--- src/rtl/matmul_job_sched_if.sv ---
`default_nettype none
// ----------------------------------------------------------------------------
// matmul_job_sched_if: job queue, controller and HASH-pacing signals. Rev 1.0
// ----------------------------------------------------------------------------
interface matmul_job_sched_if #(
  parameter int NBLK_W = 10
);
  logic              job_valid;
  logic              job_ready;
  logic [2:0]        job_mode;
  logic [NBLK_W-1:0] job_nblk;
  logic [2:0]        mem_mode;
  logic              calc_init;
  logic [3:0]        ctrl_state;
  logic              hash_blk_valid;
  logic              hash_blk_take;
  logic              hash_ready;
  logic              busy;
  logic              done;
  logic [2:0]        done_mode;
  logic              err;

  modport master (
    output job_valid, job_mode, job_nblk, ctrl_state, hash_blk_valid,
    input  job_ready, mem_mode, calc_init, hash_blk_take, hash_ready,
           busy, done, done_mode, err
  );

  modport slave (
    input  job_valid, job_mode, job_nblk, ctrl_state, hash_blk_valid,
    output job_ready, mem_mode, calc_init, hash_blk_take, hash_ready,
           busy, done, done_mode, err
  );
endinterface
`default_nettype wire

--- src/rtl/matmul_job_sched.sv ---
`default_nettype none
// ----------------------------------------------------------------------------
// matmul_job_sched: job FIFO + launch/pace/report FSM for the systolic memory
// controller; define MATMUL_SCHED_WDOG_EN for the RUN watchdog. Rev 1.0
// ----------------------------------------------------------------------------
module matmul_job_sched #(
  parameter int         DEPTH       = 4,
  parameter int         NBLK_W      = 10,
  parameter logic [3:0] WAIT_CODE   = 4'd3,
  parameter int         WDOG_CYCLES = 65536
) (
  input  logic              clk,
  input  logic              rst,
  matmul_job_sched_if.slave bus
);
  localparam int                AW       = $clog2(DEPTH);
  localparam int                CW       = AW + 1;
  localparam logic [CW-1:0]     FULL_CNT = CW'(DEPTH);
  localparam logic [NBLK_W-1:0] ONE_BLK  = NBLK_W'(1);

  typedef enum logic [2:0] {
    S_IDLE   = 3'd0,
    S_LAUNCH = 3'd1,
    S_RUN    = 3'd2,
    S_STOP   = 3'd3,
    S_REPORT = 3'd4
  } state_t;

  if (DEPTH < 2 || (DEPTH & (DEPTH - 1)) != 0 || WDOG_CYCLES < 1) begin : g_param_check
    $error("matmul_job_sched: DEPTH must be a power of two >= 2, WDOG_CYCLES >= 1");
  end

  logic [NBLK_W+2:0] fifo_mem [DEPTH];
  logic [AW-1:0]     wr_ptr, rd_ptr;
  logic [CW-1:0]     fifo_cnt;
  logic              fifo_empty, push, pop;
  logic [2:0]        head_mode;
  logic [NBLK_W-1:0] head_nblk;
  logic              head_legal;

  state_t            state;
  logic [2:0]        job_mode_q;
  logic [NBLK_W-1:0] job_nblk_q;
  logic [NBLK_W-1:0] blk_cnt;
  logic [NBLK_W-1:0] blk_next;
  logic [3:0]        prev_ctrl;
  logic              grant_pend;
  logic              block_edge;
  logic              hash_go;
  logic [2:0]        mem_mode_q;
  logic              calc_init_q, busy_q, done_q, err_q;
  logic [2:0]        done_mode_q;

  assign fifo_empty    = (fifo_cnt == '0);
  assign bus.job_ready = (fifo_cnt != FULL_CNT);
  assign push          = bus.job_valid && bus.job_ready;
  assign pop           = (state == S_IDLE) && !fifo_empty;
  assign {head_mode, head_nblk} = fifo_mem[rd_ptr];
  assign head_legal    = (head_mode != 3'd0) && (head_mode <= 3'd4);

  always_ff @(posedge clk) begin
    if (push) fifo_mem[wr_ptr] <= {bus.job_mode, bus.job_nblk};
  end

  always_ff @(posedge clk or posedge rst) begin
    if (rst) begin
      wr_ptr   <= '0;
      rd_ptr   <= '0;
      fifo_cnt <= '0;
    end else begin
      if (push) wr_ptr <= wr_ptr + AW'(1);
      if (pop)  rd_ptr <= rd_ptr + AW'(1);
      case ({push, pop})
        2'b10:   fifo_cnt <= fifo_cnt + CW'(1);
        2'b01:   fifo_cnt <= fifo_cnt - CW'(1);
        default: fifo_cnt <= fifo_cnt;
      endcase
    end
  end

  assign block_edge = (bus.ctrl_state == WAIT_CODE) && (prev_ctrl != WAIT_CODE);
  assign blk_next   = blk_cnt + ONE_BLK;
  // Never release on an edge cycle, so the final edge cannot leak a hash_ready.
  assign hash_go    = (state == S_RUN) && grant_pend && bus.hash_blk_valid &&
                      (bus.ctrl_state == WAIT_CODE) && !block_edge;

`ifdef MATMUL_SCHED_WDOG_EN
  localparam int             WDW       = $clog2(WDOG_CYCLES + 1);
  localparam logic [WDW-1:0] WDOG_LAST = WDW'(WDOG_CYCLES - 1);
  logic [WDW-1:0] wdog_cnt;
`endif

  always_ff @(posedge clk or posedge rst) begin
    if (rst) begin
      state       <= S_IDLE;
      job_mode_q  <= '0;
      job_nblk_q  <= '0;
      blk_cnt     <= '0;
      prev_ctrl   <= '0;
      grant_pend  <= 1'b0;
      mem_mode_q  <= '0;
      calc_init_q <= 1'b0;
      busy_q      <= 1'b0;
      done_q      <= 1'b0;
      done_mode_q <= '0;
      err_q       <= 1'b0;
`ifdef MATMUL_SCHED_WDOG_EN
      wdog_cnt    <= '0;
`endif
    end else begin
      prev_ctrl   <= bus.ctrl_state;
      calc_init_q <= 1'b0;
      done_q      <= 1'b0;
      err_q       <= 1'b0;
      case (state)
        S_IDLE: begin
          if (!fifo_empty) begin
            if (head_legal) begin
              state       <= S_LAUNCH;
              job_mode_q  <= head_mode;
              job_nblk_q  <= (head_nblk == '0) ? ONE_BLK : head_nblk;
              blk_cnt     <= '0;
              grant_pend  <= 1'b0;
              calc_init_q <= 1'b1;
              mem_mode_q  <= head_mode;
              busy_q      <= 1'b1;
            end else begin
              err_q <= 1'b1;
            end
          end
        end
        S_LAUNCH: begin
          state <= S_RUN;
`ifdef MATMUL_SCHED_WDOG_EN
          wdog_cnt <= '0;
`endif
        end
        S_RUN: begin
          if (hash_go) grant_pend <= 1'b0;
          if (block_edge) begin
            blk_cnt <= blk_next;
            if (blk_next == job_nblk_q) begin
              state       <= S_STOP;
              calc_init_q <= 1'b1;
              mem_mode_q  <= '0;
              grant_pend  <= 1'b0;
            end else begin
              grant_pend <= 1'b1;
            end
          end
`ifdef MATMUL_SCHED_WDOG_EN
          if (block_edge) begin
            wdog_cnt <= '0;
          end else if (wdog_cnt == WDOG_LAST) begin
            err_q       <= 1'b1;
            state       <= S_STOP;
            calc_init_q <= 1'b1;
            mem_mode_q  <= '0;
            grant_pend  <= 1'b0;
          end else begin
            wdog_cnt <= wdog_cnt + WDW'(1);
          end
`endif
        end
        S_STOP: begin
          state       <= S_REPORT;
          done_q      <= 1'b1;
          done_mode_q <= job_mode_q;
        end
        S_REPORT: begin
          state  <= S_IDLE;
          busy_q <= 1'b0;
        end
        default: begin
          state  <= S_IDLE;
          busy_q <= 1'b0;
        end
      endcase
    end
  end

  assign bus.mem_mode      = mem_mode_q;
  assign bus.calc_init     = calc_init_q;
  assign bus.hash_ready    = hash_go;
  assign bus.hash_blk_take = hash_go;
  assign bus.busy          = busy_q;
  assign bus.done          = done_q;
  assign bus.done_mode     = done_mode_q;
  assign bus.err           = err_q;
endmodule
`default_nettype wire

--- src/flat_wrapper.sv ---
// flat-port wrapper written by rule: the top's interface ports become plain ports
module matmul_job_sched_flat 
#(
  parameter int         DEPTH       = 4,
  parameter int         NBLK_W      = 10,
  parameter logic [3:0] WAIT_CODE   = 4'd3,
  parameter int         WDOG_CYCLES = 65536
)
  (clk, rst, bus_job_valid, bus_job_mode, bus_job_nblk, bus_ctrl_state, bus_hash_blk_valid, bus_job_ready, bus_mem_mode, bus_calc_init, bus_hash_blk_take, bus_hash_ready, bus_busy, bus_done, bus_done_mode, bus_err);
  matmul_job_sched_if #(.NBLK_W(NBLK_W)) bus_i ();
  input  logic clk;
  input  logic rst;
  input wire logic [$bits(bus_i.job_valid)-1:0] bus_job_valid;
  input wire logic [$bits(bus_i.job_mode)-1:0] bus_job_mode;
  input wire logic [$bits(bus_i.job_nblk)-1:0] bus_job_nblk;
  input wire logic [$bits(bus_i.ctrl_state)-1:0] bus_ctrl_state;
  input wire logic [$bits(bus_i.hash_blk_valid)-1:0] bus_hash_blk_valid;
  output wire logic [$bits(bus_i.job_ready)-1:0] bus_job_ready;
  output wire logic [$bits(bus_i.mem_mode)-1:0] bus_mem_mode;
  output wire logic [$bits(bus_i.calc_init)-1:0] bus_calc_init;
  output wire logic [$bits(bus_i.hash_blk_take)-1:0] bus_hash_blk_take;
  output wire logic [$bits(bus_i.hash_ready)-1:0] bus_hash_ready;
  output wire logic [$bits(bus_i.busy)-1:0] bus_busy;
  output wire logic [$bits(bus_i.done)-1:0] bus_done;
  output wire logic [$bits(bus_i.done_mode)-1:0] bus_done_mode;
  output wire logic [$bits(bus_i.err)-1:0] bus_err;
  assign bus_i.job_valid = bus_job_valid;
  assign bus_i.job_mode = bus_job_mode;
  assign bus_i.job_nblk = bus_job_nblk;
  assign bus_i.ctrl_state = bus_ctrl_state;
  assign bus_i.hash_blk_valid = bus_hash_blk_valid;
  assign bus_job_ready = bus_i.job_ready;
  assign bus_mem_mode = bus_i.mem_mode;
  assign bus_calc_init = bus_i.calc_init;
  assign bus_hash_blk_take = bus_i.hash_blk_take;
  assign bus_hash_ready = bus_i.hash_ready;
  assign bus_busy = bus_i.busy;
  assign bus_done = bus_i.done;
  assign bus_done_mode = bus_i.done_mode;
  assign bus_err = bus_i.err;
  matmul_job_sched #(.DEPTH(DEPTH), .NBLK_W(NBLK_W), .WAIT_CODE(WAIT_CODE), .WDOG_CYCLES(WDOG_CYCLES)) u_core (.clk(clk), .rst(rst), .bus(bus_i));
endmodule
--- config.mk ---
export PLATFORM = sky130hd
export DESIGN_NAME = matmul_job_sched_flat
export DESIGN_NICKNAME = d
export VERILOG_FILES = /design/src/rtl/matmul_job_sched_if.sv /design/src/rtl/matmul_job_sched.sv /design/src/flat_wrapper.sv
export SDC_FILE = /design/constraint.sdc
export NUM_CORES = 1
export LEC_CHECK = 0
export ABC_AREA = 1
export CAP_MARGIN = 20
export CORE_ASPECT_RATIO = 1.75
export CORE_MARGIN = 2
export CORE_UTILIZATION = 58
export CTS_CLUSTER_DIAMETER = 100
export DETAILED_ROUTE_END_ITERATION = 10
export PLACE_DENSITY_LB_ADDON = 0.2
export SLEW_MARGIN = 20
export SYNTH_ARGS = -nofsm -noshare
export SYNTH_HDL_FRONTEND = slang
export SYNTH_SLANG_ARGS = --single-unit
--- constraint.sdc ---
create_clock -name clk -period 2.3 [get_ports clk]
set_input_delay 0.23 -clock clk [delete_from_list [all_inputs] [get_ports clk]]
set_output_delay 0.23 -clock clk [all_outputs]
set_load 0.05 [all_outputs]
Yosys cells after proc, flatten, opt, wreduce, memory -nomap -nowiden. Memories as Yosys holds them, arrays and structs flattened. Cells that the tools add are included.

Bits in registers: 48. Bits in writable memories: 52. Input bits: 21. Output and inout bits: 13. Logic and storage cells: 97. Memories: 1.

Memories: u_core.fifo_mem (words 4, bits a word 13, rd ports 1, clocked after Yosys merged registers in 0, write ports 1, line matmul_job_sched.sv:33) `logic [NBLK_W+2:0] fifo_mem [DEPTH];`.

$add $sub $neg: 5. Order comparisons: 1. Eq/ne operators: 14. Muxes and demuxes: 36. Bitwise logic cells: 2. Reductions and logical operators: 23.

Operators with widths (count): 2-to-1 mux 10 bit (4); 2-to-1 mux 3 bit (8); one-hot mux 10 bit (2 select lines) (1); 2-to-1 mux 1 bit (17); one-hot mux 3 bit (2 select lines) (2); one-hot mux 3 bit (4 select lines) (1); AND reduction 4 bit (3); adder 10 x 1 -> 10 bit, second input constant (1); == test 10 bit (1); zero test 10 bit (1); logical AND 1 bit (8); == test 3 x 2 -> 1 bit, second input constant (2); zero test 3 bit (2); one-hot mux 1 bit (2 select lines) (3); AND reduction 3 bit (2); AND reduction 5 bit (1); adder 2 x 1 -> 2 bit, second input constant (2); == test 4 x 2 -> 1 bit, second input constant (1); != test 2 x 1 -> 1 bit, second input constant (2); != test 2 bit, second input constant (2); != test 4 x 2 -> 1 bit, second input constant (1); nonzero test 2 bit (2); adder 3 x 1 -> 3 bit, second input constant (1); == test 3 x 1 -> 1 bit, second input constant (1); other kinds (10) (12).

Longest topological paths before layout. Gate-level depths: netlist of run 1.

Depth in word-level cells: 8. Gate-level depth with buffers: 14. Mapped depth without buffers: 14.

Worst setup path after synthesis of run 1. No wires, ideal clock.

Kind: reg2out. From: register u_core.state[2]. To: output port bus_hash_ready. Arrival time: 2.278 ns. Data required time: 2.070 ns. Slack: -0.208 ns. Cell stages (with the launch flop): 7. Path buffers: 1. Cells stage by stage: dfrtp_1 -> nor2_1 -> inv_2 -> nor2_4 -> inv_2 -> nor3_1 -> buf_4.

Word-level cells in the longest chain between the ends: 5.

Ends and longest elaborated chain: start: declaration (line matmul_job_sched.sv:41) `state_t state;`; start signal: assignment (line matmul_job_sched.sv:95) `state <= S_IDLE;`; start signal: assignment (line matmul_job_sched.sv:119) `state <= S_LAUNCH;`; start signal: assignment (line matmul_job_sched.sv:133) `state <= S_RUN;`; == test 3 x 2 -> 1 bit (line matmul_job_sched.sv:84) `assign hash_go = (state == S_RUN) && grant_pend && bus.hash_blk_valid &&`; logical AND 1 bit (3 in series) (line matmul_job_sched.sv:84); logical AND 1 bit (line matmul_job_sched.sv:85) `(bus.ctrl_state == WAIT_CODE) && !block_edge;`; end: declaration (line flat_wrapper.sv:22) `output wire logic [$bits(bus_i.hash_ready)-1:0] bus_hash_ready;`.

No other way between the ends.

Worst setup path in the final report of run 1.
From: register u_core.state[2]. To: register u_core.fifo_cnt[2].

Word-level cells in the longest chain between the ends: 4. Elaborated cells between the ends (all ways): 6. Classes of those cells: eq/ne (2); mux (1); reduce/logical (3).

Ends and longest elaborated chain: zero test 3 bit * (line matmul_job_sched.sv:57) `assign pop = (state == S_IDLE) && !fifo_empty;`; logical AND 1 bit * (line matmul_job_sched.sv:57); named net u_core.pop (line matmul_job_sched.sv:36) `logic fifo_empty, push, pop;`; == test 2 x 1 -> 1 bit or == test 2 bit (tied branches) (line matmul_job_sched.sv:73) `case ({push, pop})`; one-hot mux 3 bit (2 select lines) or nonzero test 2 bit (tied branches); end signal: assignment (line matmul_job_sched.sv:74) `2'b10: fifo_cnt <= fifo_cnt + CW'(1);`; end signal: assignment (line matmul_job_sched.sv:75) `2'b01: fifo_cnt <= fifo_cnt - CW'(1);`; end signal: assignment (line matmul_job_sched.sv:76) `default: fifo_cnt <= fifo_cnt;`; end: declaration (line matmul_job_sched.sv:35) `logic [CW-1:0] fifo_cnt;`.

The timed path passes the listed nets; every way through them passes the cells marked *. A chain may end at the register's enable or synchronous reset.

==> results of run 1 <==
[worst max-delay path, stage by stage, from the launching register on]
cell     delay [ns]
dfrtp_1        0.37
nor2_1         0.17
inv_2          0.09
nor2_2         0.12
inv_1          0.09
nor2_4         0.15
ha_1           0.16
inv_1          0.06
fa_1           0.38
a21oi_1        0.15
o21ai_0        0.12
xnor2_1        0.14
[kinds of logic (layout without fill, tap and decap cells)]
logic type,count (synthesis),after routing,share of synthesized area (%)
DFF,100,100,62.5
xor gates and xnor gates,6,6,1.19
adders and majority gates,7,7,2.15
and+or+nand+nor,192,192,19.5
buffers and inverters,59,112,5.72
AOI/OAI and AO/OA,65,65,8.89
[placed cells by master (no fill, tap or decap), drive strengths merged, types with 10 or more instances in the layout]
| cell | n |
|---|---|
| buf | 17 |
| clkdlybuf4s50 | 31 |
| dfrtp | 48 |
| edfxtp | 52 |
| inv | 50 |
| nand2 | 97 |
| nand3 | 33 |
| nor2 | 48 |
| o21ai | 45 |
| o22a | 10 |
[worst paths after layout]
| check | start | endpoint | slack (ns) | cells past startpoint |
|---|---|---|---|---|
| min in group clk | bus_ctrl_state[2] | u_core.prev_ctrl[2] | 0.35 | 1 |
| max in group asynchronous | rst | u_core.job_nblk_q[2] | 1.48 | 3 |
| worst max-delay path | u_core.state[2] | u_core.fifo_cnt[2] | 0.18 | 11 |
| worst max register to register | u_core.state[2] | u_core.fifo_cnt[2] | 0.18 | 11 |
| worst min register to register | u_core.bus.busy | u_core.bus.busy | 0.48 | 2 |
| worst min-delay path | rst | u_core.state[1] | 0.24 | 2 |
[through the flow]
step                      hold WS [ns]  utilization (%)  instances
after global placement           0.457             66.2        554
final                            0.243             70.2        570
after floorplan                  0.261                -        429
after detailed placement         0.464             66.2        554
after CTS                        0.258             70.2        570
after global routing             0.308             70.2        570
[routing by layer]
metal | GRT usage [%] | routed length, um | up-vias
met4 | 13.6 | 266 | 0
li1 | - | - | 1530
met2 | 40.2 | 4750 | 45
met3 | 4.15 | 194 | 22
met5 | 0 | 0 | -
met1 | 22.7 | 3040 | 1455
[final cells by class]
cell class	instances	share of cell area, %
Multi-Input combinational cell	270	27.0
Inverter	48	3.44
Clock buffer	9	4.30
Tap cell	88	2.10
Clock inverter	7	1.41
Timing Repair Buffer	48	9.07
Sequential cell	100	52.7
[power breakdown]
group / internal [mW] / switching [mW]
combinational: 1.09 / 1.88
sequential: 2.41 / 0.274
clock: 0.846 / 0.626
[flip-flops by register name, summed over array words and instances, names as in the netlist, 3 cells and up]
name	cells
u_core.blk_cnt	10
u_core.bus.done_mode	3
u_core.bus.mem_mode	3
u_core.fifo_cnt	3
u_core.fifo_mem	52
u_core.job_mode_q	3
u_core.job_nblk_q	10
u_core.prev_ctrl	4
u_core.state	3
==> results.yml, run 1 <==
synthesis:
  yosysUniqueCellTypes: 32
  yosys_warnings: 0
  yosysMostFrequentCell: "nand2_1"
  synth_ff_type: "edfxtp_1"
  synth_area_per_cell_um2: 10.3
  synth-edff-count: 52
  yosysTopAreaCell: "edfxtp_1"
  synth_area_leaders: "edfxtp_1 (35%), dfrtp_1 (27%), nand2_1 (7.8%)"
  synthTopCellsByCount: "nand2_1 (92), edfxtp_1 (52), dfrtp_1 (48)"
  synthArstFlopShare_pct: 48.0
  ys_seq_elements: 100
  synth_cells: 429
  synth.cell_area_um2: 4420
  seq_area_frac_synth_pct: 62.5
  synth_top_area_share_pct: 35.3
  synth_fp_nets: 457
global_routing:
  antenna_found_initial: 0
  grt_pass1_vias: 3161
  grt_max_degree: 27
  grt_pass1_wl_um: 14000
  grt_remaining_overflow: 0
  grt_usage_pct: 22.1
timing:
  period_minus_slack_ns: 2.12
  tns_ns: 0
  hold_viol_final: 0
  slew_violations: 0
  worst_slew_pin_slew_ns: 0.531
  rsz0062_at_grt: "false"
  fmax_mhz: 472
  fin_crit_sh_pct: 92.1
  setup_ws_ns: 0.181
  slew_headroom_pct: 64.6
  clock_skew_ns: 0.00640
  setup_viol: 0
finish:
  drive_above_1_share_pct: 12.9
  multiInputGateArea_um2: 1410
  register_area_um2: 2760
  fill_cells: 559
  final_cell_area_um2: 5240
  finalNetCount: 505
  diodes: 0
  area_growth_pct: 18.6
floorplan:
  io_pins: 34
  die_x_um: 70.0
  dieArea_um2: 8360
  core_area_um2: 7460
  fp.dieH_um: 119
  fp-row-count: 42
  start_util_pct: 59.2
min_path:
  hp-class: "in -> async"
job:
  maxCapViolCount: 0
place:
  numPortBuffers: 33
  dp_hpwl_um: 6100
  place_area_um2: 4940
  gp_congestion: 0.850
  post-place-ws_ns: 0.192
routing:
  drtIter0Drc: 232
  dr_total_vias: 3052
  routed_wl_um: 8250
  drtAntennaViolNets: 0
  first_pass_iters: 7
  vias_per_cell: 5.35
  wl_per_cell_um: 14.5
  drc: 0
pwr:
  peakVddDrop_v: 0.000855
  total_power_mw: 7.12
  powerDensity_nw_per_um2: 1360
  p_leak_nw: 2.20
clock_network:
  cts_buffers: 9
  cts.path.max_buffers: 2
  post_cts_buffers: 0
  cts_tree: "done"
  ctsHoldBuffers: 0
  clock_latency_ns: 0.34
  clk_pin_slew_ns: 0.07
  htreeDepth: 3
  cts.sinks: 100
  root_buffer: "clkbuf_16"
  post_cts_resized: 0
setup_path:
  critPathKind: "reg -> reg"
  end_kind: "register"
  cp_max_fo: 4
  start_kind: "register"
  arrival_ns: 2.35
  crit_required_ns: 2.53
outcome:
  status: "completed"
(Power assumes the default switching activity.)
==> run 2: changes to the inputs <==
--- a/config.mk
+++ b/config.mk
@@ -5,14 +5,13 @@
 export SDC_FILE = /design/constraint.sdc
 export NUM_CORES = 1
 export LEC_CHECK = 0
-export ABC_AREA = 1
 export CAP_MARGIN = 20
 export CORE_ASPECT_RATIO = 1.75
 export CORE_MARGIN = 2
 export CORE_UTILIZATION = 58
 export CTS_CLUSTER_DIAMETER = 100
 export DETAILED_ROUTE_END_ITERATION = 10
-export PLACE_DENSITY_LB_ADDON = 0.2
+export PLACE_DENSITY = 0.77
 export SLEW_MARGIN = 20
 export SYNTH_ARGS = -nofsm -noshare
 export SYNTH_HDL_FRONTEND = slang
==> run 2 against run 1 <==
  * Clock skew rose by 0.0019 ns
  * Critical path depth fell by 6
  * Sequential power barely moved
  * Critical endpoint is now u_core.blk_cnt[3]
  * Largest cell class unchanged
==> results.yml, run 2 <==
outcome:
  status: "completed"
synthesis:
  synth-edff-count: 52
  yosysMostFrequentCell: "edfxtp_1"
  yosysTopAreaCell: "edfxtp_1"
  synth_area_leaders: "edfxtp_1 (36%), dfrtp_1 (28%), mux4_2 (6.8%)"
  synthTopCellsByCount: "edfxtp_1 (52), dfrtp_1 (48), nand2_1 (24)"
  synth.cell_area_um2: 4290
  synthArstFlopShare_pct: 48.0
  synth_fp_nets: 322
  synth_top_area_share_pct: 36.4
  synth_ff_type: "edfxtp_1"
  yosysUniqueCellTypes: 47
  ys_seq_elements: 100
  yosys_warnings: 0
  synth_area_per_cell_um2: 14.6
  seq_area_frac_synth_pct: 64.4
  synth_cells: 294
timing:
  worst_slew_pin_slew_ns: 0.494
  tns_ns: 0
  setup_ws_ns: 0.0920
  setup_viol: 0
  period_minus_slack_ns: 2.21
  slew_headroom_pct: 66.9
  fmax_mhz: 453
  hold_viol_final: 0
  fin_crit_sh_pct: 96.0
  clock_skew_ns: 0.00833
  slew_violations: 0
finish:
  area_growth_pct: 19.8
  top_regs: "u_core.fifo_mem: 52 flops, u_core.blk_cnt: 10 flops, u_core.job_nblk_q: 10 flops"
  finalNetCount: 377
  mostFrequentLayoutCells: "edfxtp_1 (52), dfrtp_1 (48), clkdlybuf4s50_1 (31), nand2_1 (24), buf_4 (21)"
  diodes: 0
  fill_cells: 486
  final_common_cell: "edfxtp_1"
  top_register: "u_core.fifo_mem"
  drive_above_1_share_pct: 20.3
  largest_register_ff_count: 52
  final_util_pct: 71.6
floorplan:
  io_pins: 34
  fp-row-count: 41
  dieArea_um2: 8130
  start_util_pct: 59.7
  fp.dieH_um: 118
  die_x_um: 69.0
  core_area_um2: 7180
setup_path:
  rrSetupSlack_ns: 0.09
  worstReg2RegEnd: "u_core.blk_cnt[3]"
  cpMaxStageDelayCell: "mux4_2"
  arrival_ns: 2.43
  cp_top_family: "compound AO/OA/AOI/OAI gates"
  end_kind: "register"
  worst_r2r_path_depth: 5
  crit_required_ns: 2.53
  critPathKind: "reg -> reg"
  reg2reg_from: "u_core.rd_ptr[0]"
  cp-startpoint: "u_core.rd_ptr[0]"
  crit_path_cell_trace: "mux4_2 -> o211a_1 -> a221o_2 -> o21ai_0 -> o31ai_1"
  crit_path_max_incr_delay_ns: 0.59
  start_kind: "register"
  path_buf_inv: 0
  cp_max_fo: 16
clock_network:
  cts_buffers: 9
  root_buffer: "clkbuf_16"
  cts.path.max_buffers: 2
  post_cts_resized: 0
  cts.sinks: 100
  post_cts_buffers: 0
  clock_latency_ns: 0.34
  htreeDepth: 3
  cts_tree: "done"
  ctsHoldBuffers: 0
  clk_pin_slew_ns: 0.07
pwr:
  power_frac_seq_pct: 39.7
  powerDensity_nw_per_um2: 1330
  switchingPower_mw: 2.41
  combPwrFrac_pct: 39.6
  p_clk_share_pct: 20.8
  peakVddDrop_v: 0.000872
  p_int_mw: 4.42
  swShare_pct: 35.3
  p_leak_nw: 2.03
global_routing:
  grt_max_degree: 19
  grt_usage_pct: 20.9
  grt_pass1_wl_um: 13100
  antenna_found_initial: 0
  grt_remaining_overflow: 0
  grt_pass1_vias: 2665
routing:
  vias_per_cell: 5.77
  wl_per_cell_um: 17.6
  drtIter0Drc: 167
  drtAntennaViolNets: 0
  drc: 0
  routed_wl_um: 7740
  dr_total_vias: 2539
  first_pass_iters: 4
job:
  maxCapViolCount: 0
min_path:
  hp-class: "in -> async"
place:
  post-place-ws_ns: 0.00637
  numPortBuffers: 33
  dp_hpwl_um: 5490
  gp_congestion: 0.809
run 2: metal layers:
metal / global-route usage [%] / share of wire [%] / up-vias
li1: - / - / 1199
met1: 23.2 / 40 / 1270
met2: 38.3 / 55 / 54
met3: 5.39 / 2.8 / 16
met4: 7.23 / 2.5 / 0
met5: 0 / 0 / -
run 2: logic make-up (layout without fill, tap and decap cells):
group | count (synthesis) | after routing | synth area share (%)
buffers and inverters | 18 | 78 | 2.33
xor gates and xnor gates | 22 | 22 | 4.49
muxes | 26 | 26 | 10.6
DFF | 100 | 100 | 64.4
and+or+nand+nor | 79 | 79 | 9.59
AOI/OAI and AO/OA | 42 | 42 | 6.33
adders and majority gates | 7 | 7 | 2.22
run 2: through the flow:
step / total power [mW] / cell area, um2 / std cells / hold slack (ns)
after global routing: 7.23 / 5140 / 440 / 0.207
after detailed placement: 5.43 / 4850 / 424 / 0.491
after CTS: 6.87 / 5130 / 440 / 0.184
final: 6.82 / 5140 / 440 / 0.184
after global placement: 5.31 / 4850 / 424 / 0.484
after floorplan: 4.67 / 4300 / 294 / 0.261
run 2: final cells by class:
| class | count | area (um2) | share of cell area (%) |
|---|---|---|---|
| Clock buffer | 10 | 229 | 4.46 |
| Clock inverter | 6 | 55.1 | 1.07 |
| Inverter | 8 | 30.0 | 0.584 |
| Multi-Input combinational cell | 176 | 1450 | 28.1 |
| Sequential cell | 100 | 2760 | 53.8 |
| Tap cell | 86 | 108 | 2.09 |
| Timing Repair Buffer | 54 | 508 | 9.89 |
run 2: power groups by stage:
stage	Combinational, mW	Clock [mW]	Sequential [mW]
floorplan	1.76	0	2.91
global placement	2.60	0	2.71
detailed placement	2.69	0	2.74
CTS	2.71	1.44	2.71
global route	2.94	1.52	2.77
finish	2.70	1.42	2.71
run 2: worst max-delay path by stage:
| stage | to | slack [ns] | cells after the start |
|---|---|---|---|
| after global routing | u_core.blk_cnt[3] | -0.003 | 5 |
| after floorplan | u_core.fifo_cnt[2] | 0.12 | 10 |
| after detailed placement | u_core.blk_cnt[3] | 0.006 | 5 |
| final | u_core.blk_cnt[3] | 0.09 | 5 |
| after CTS | u_core.blk_cnt[3] | 0.008 | 5 |
| after global placement | u_core.blk_cnt[6] | 0.12 | 5 |
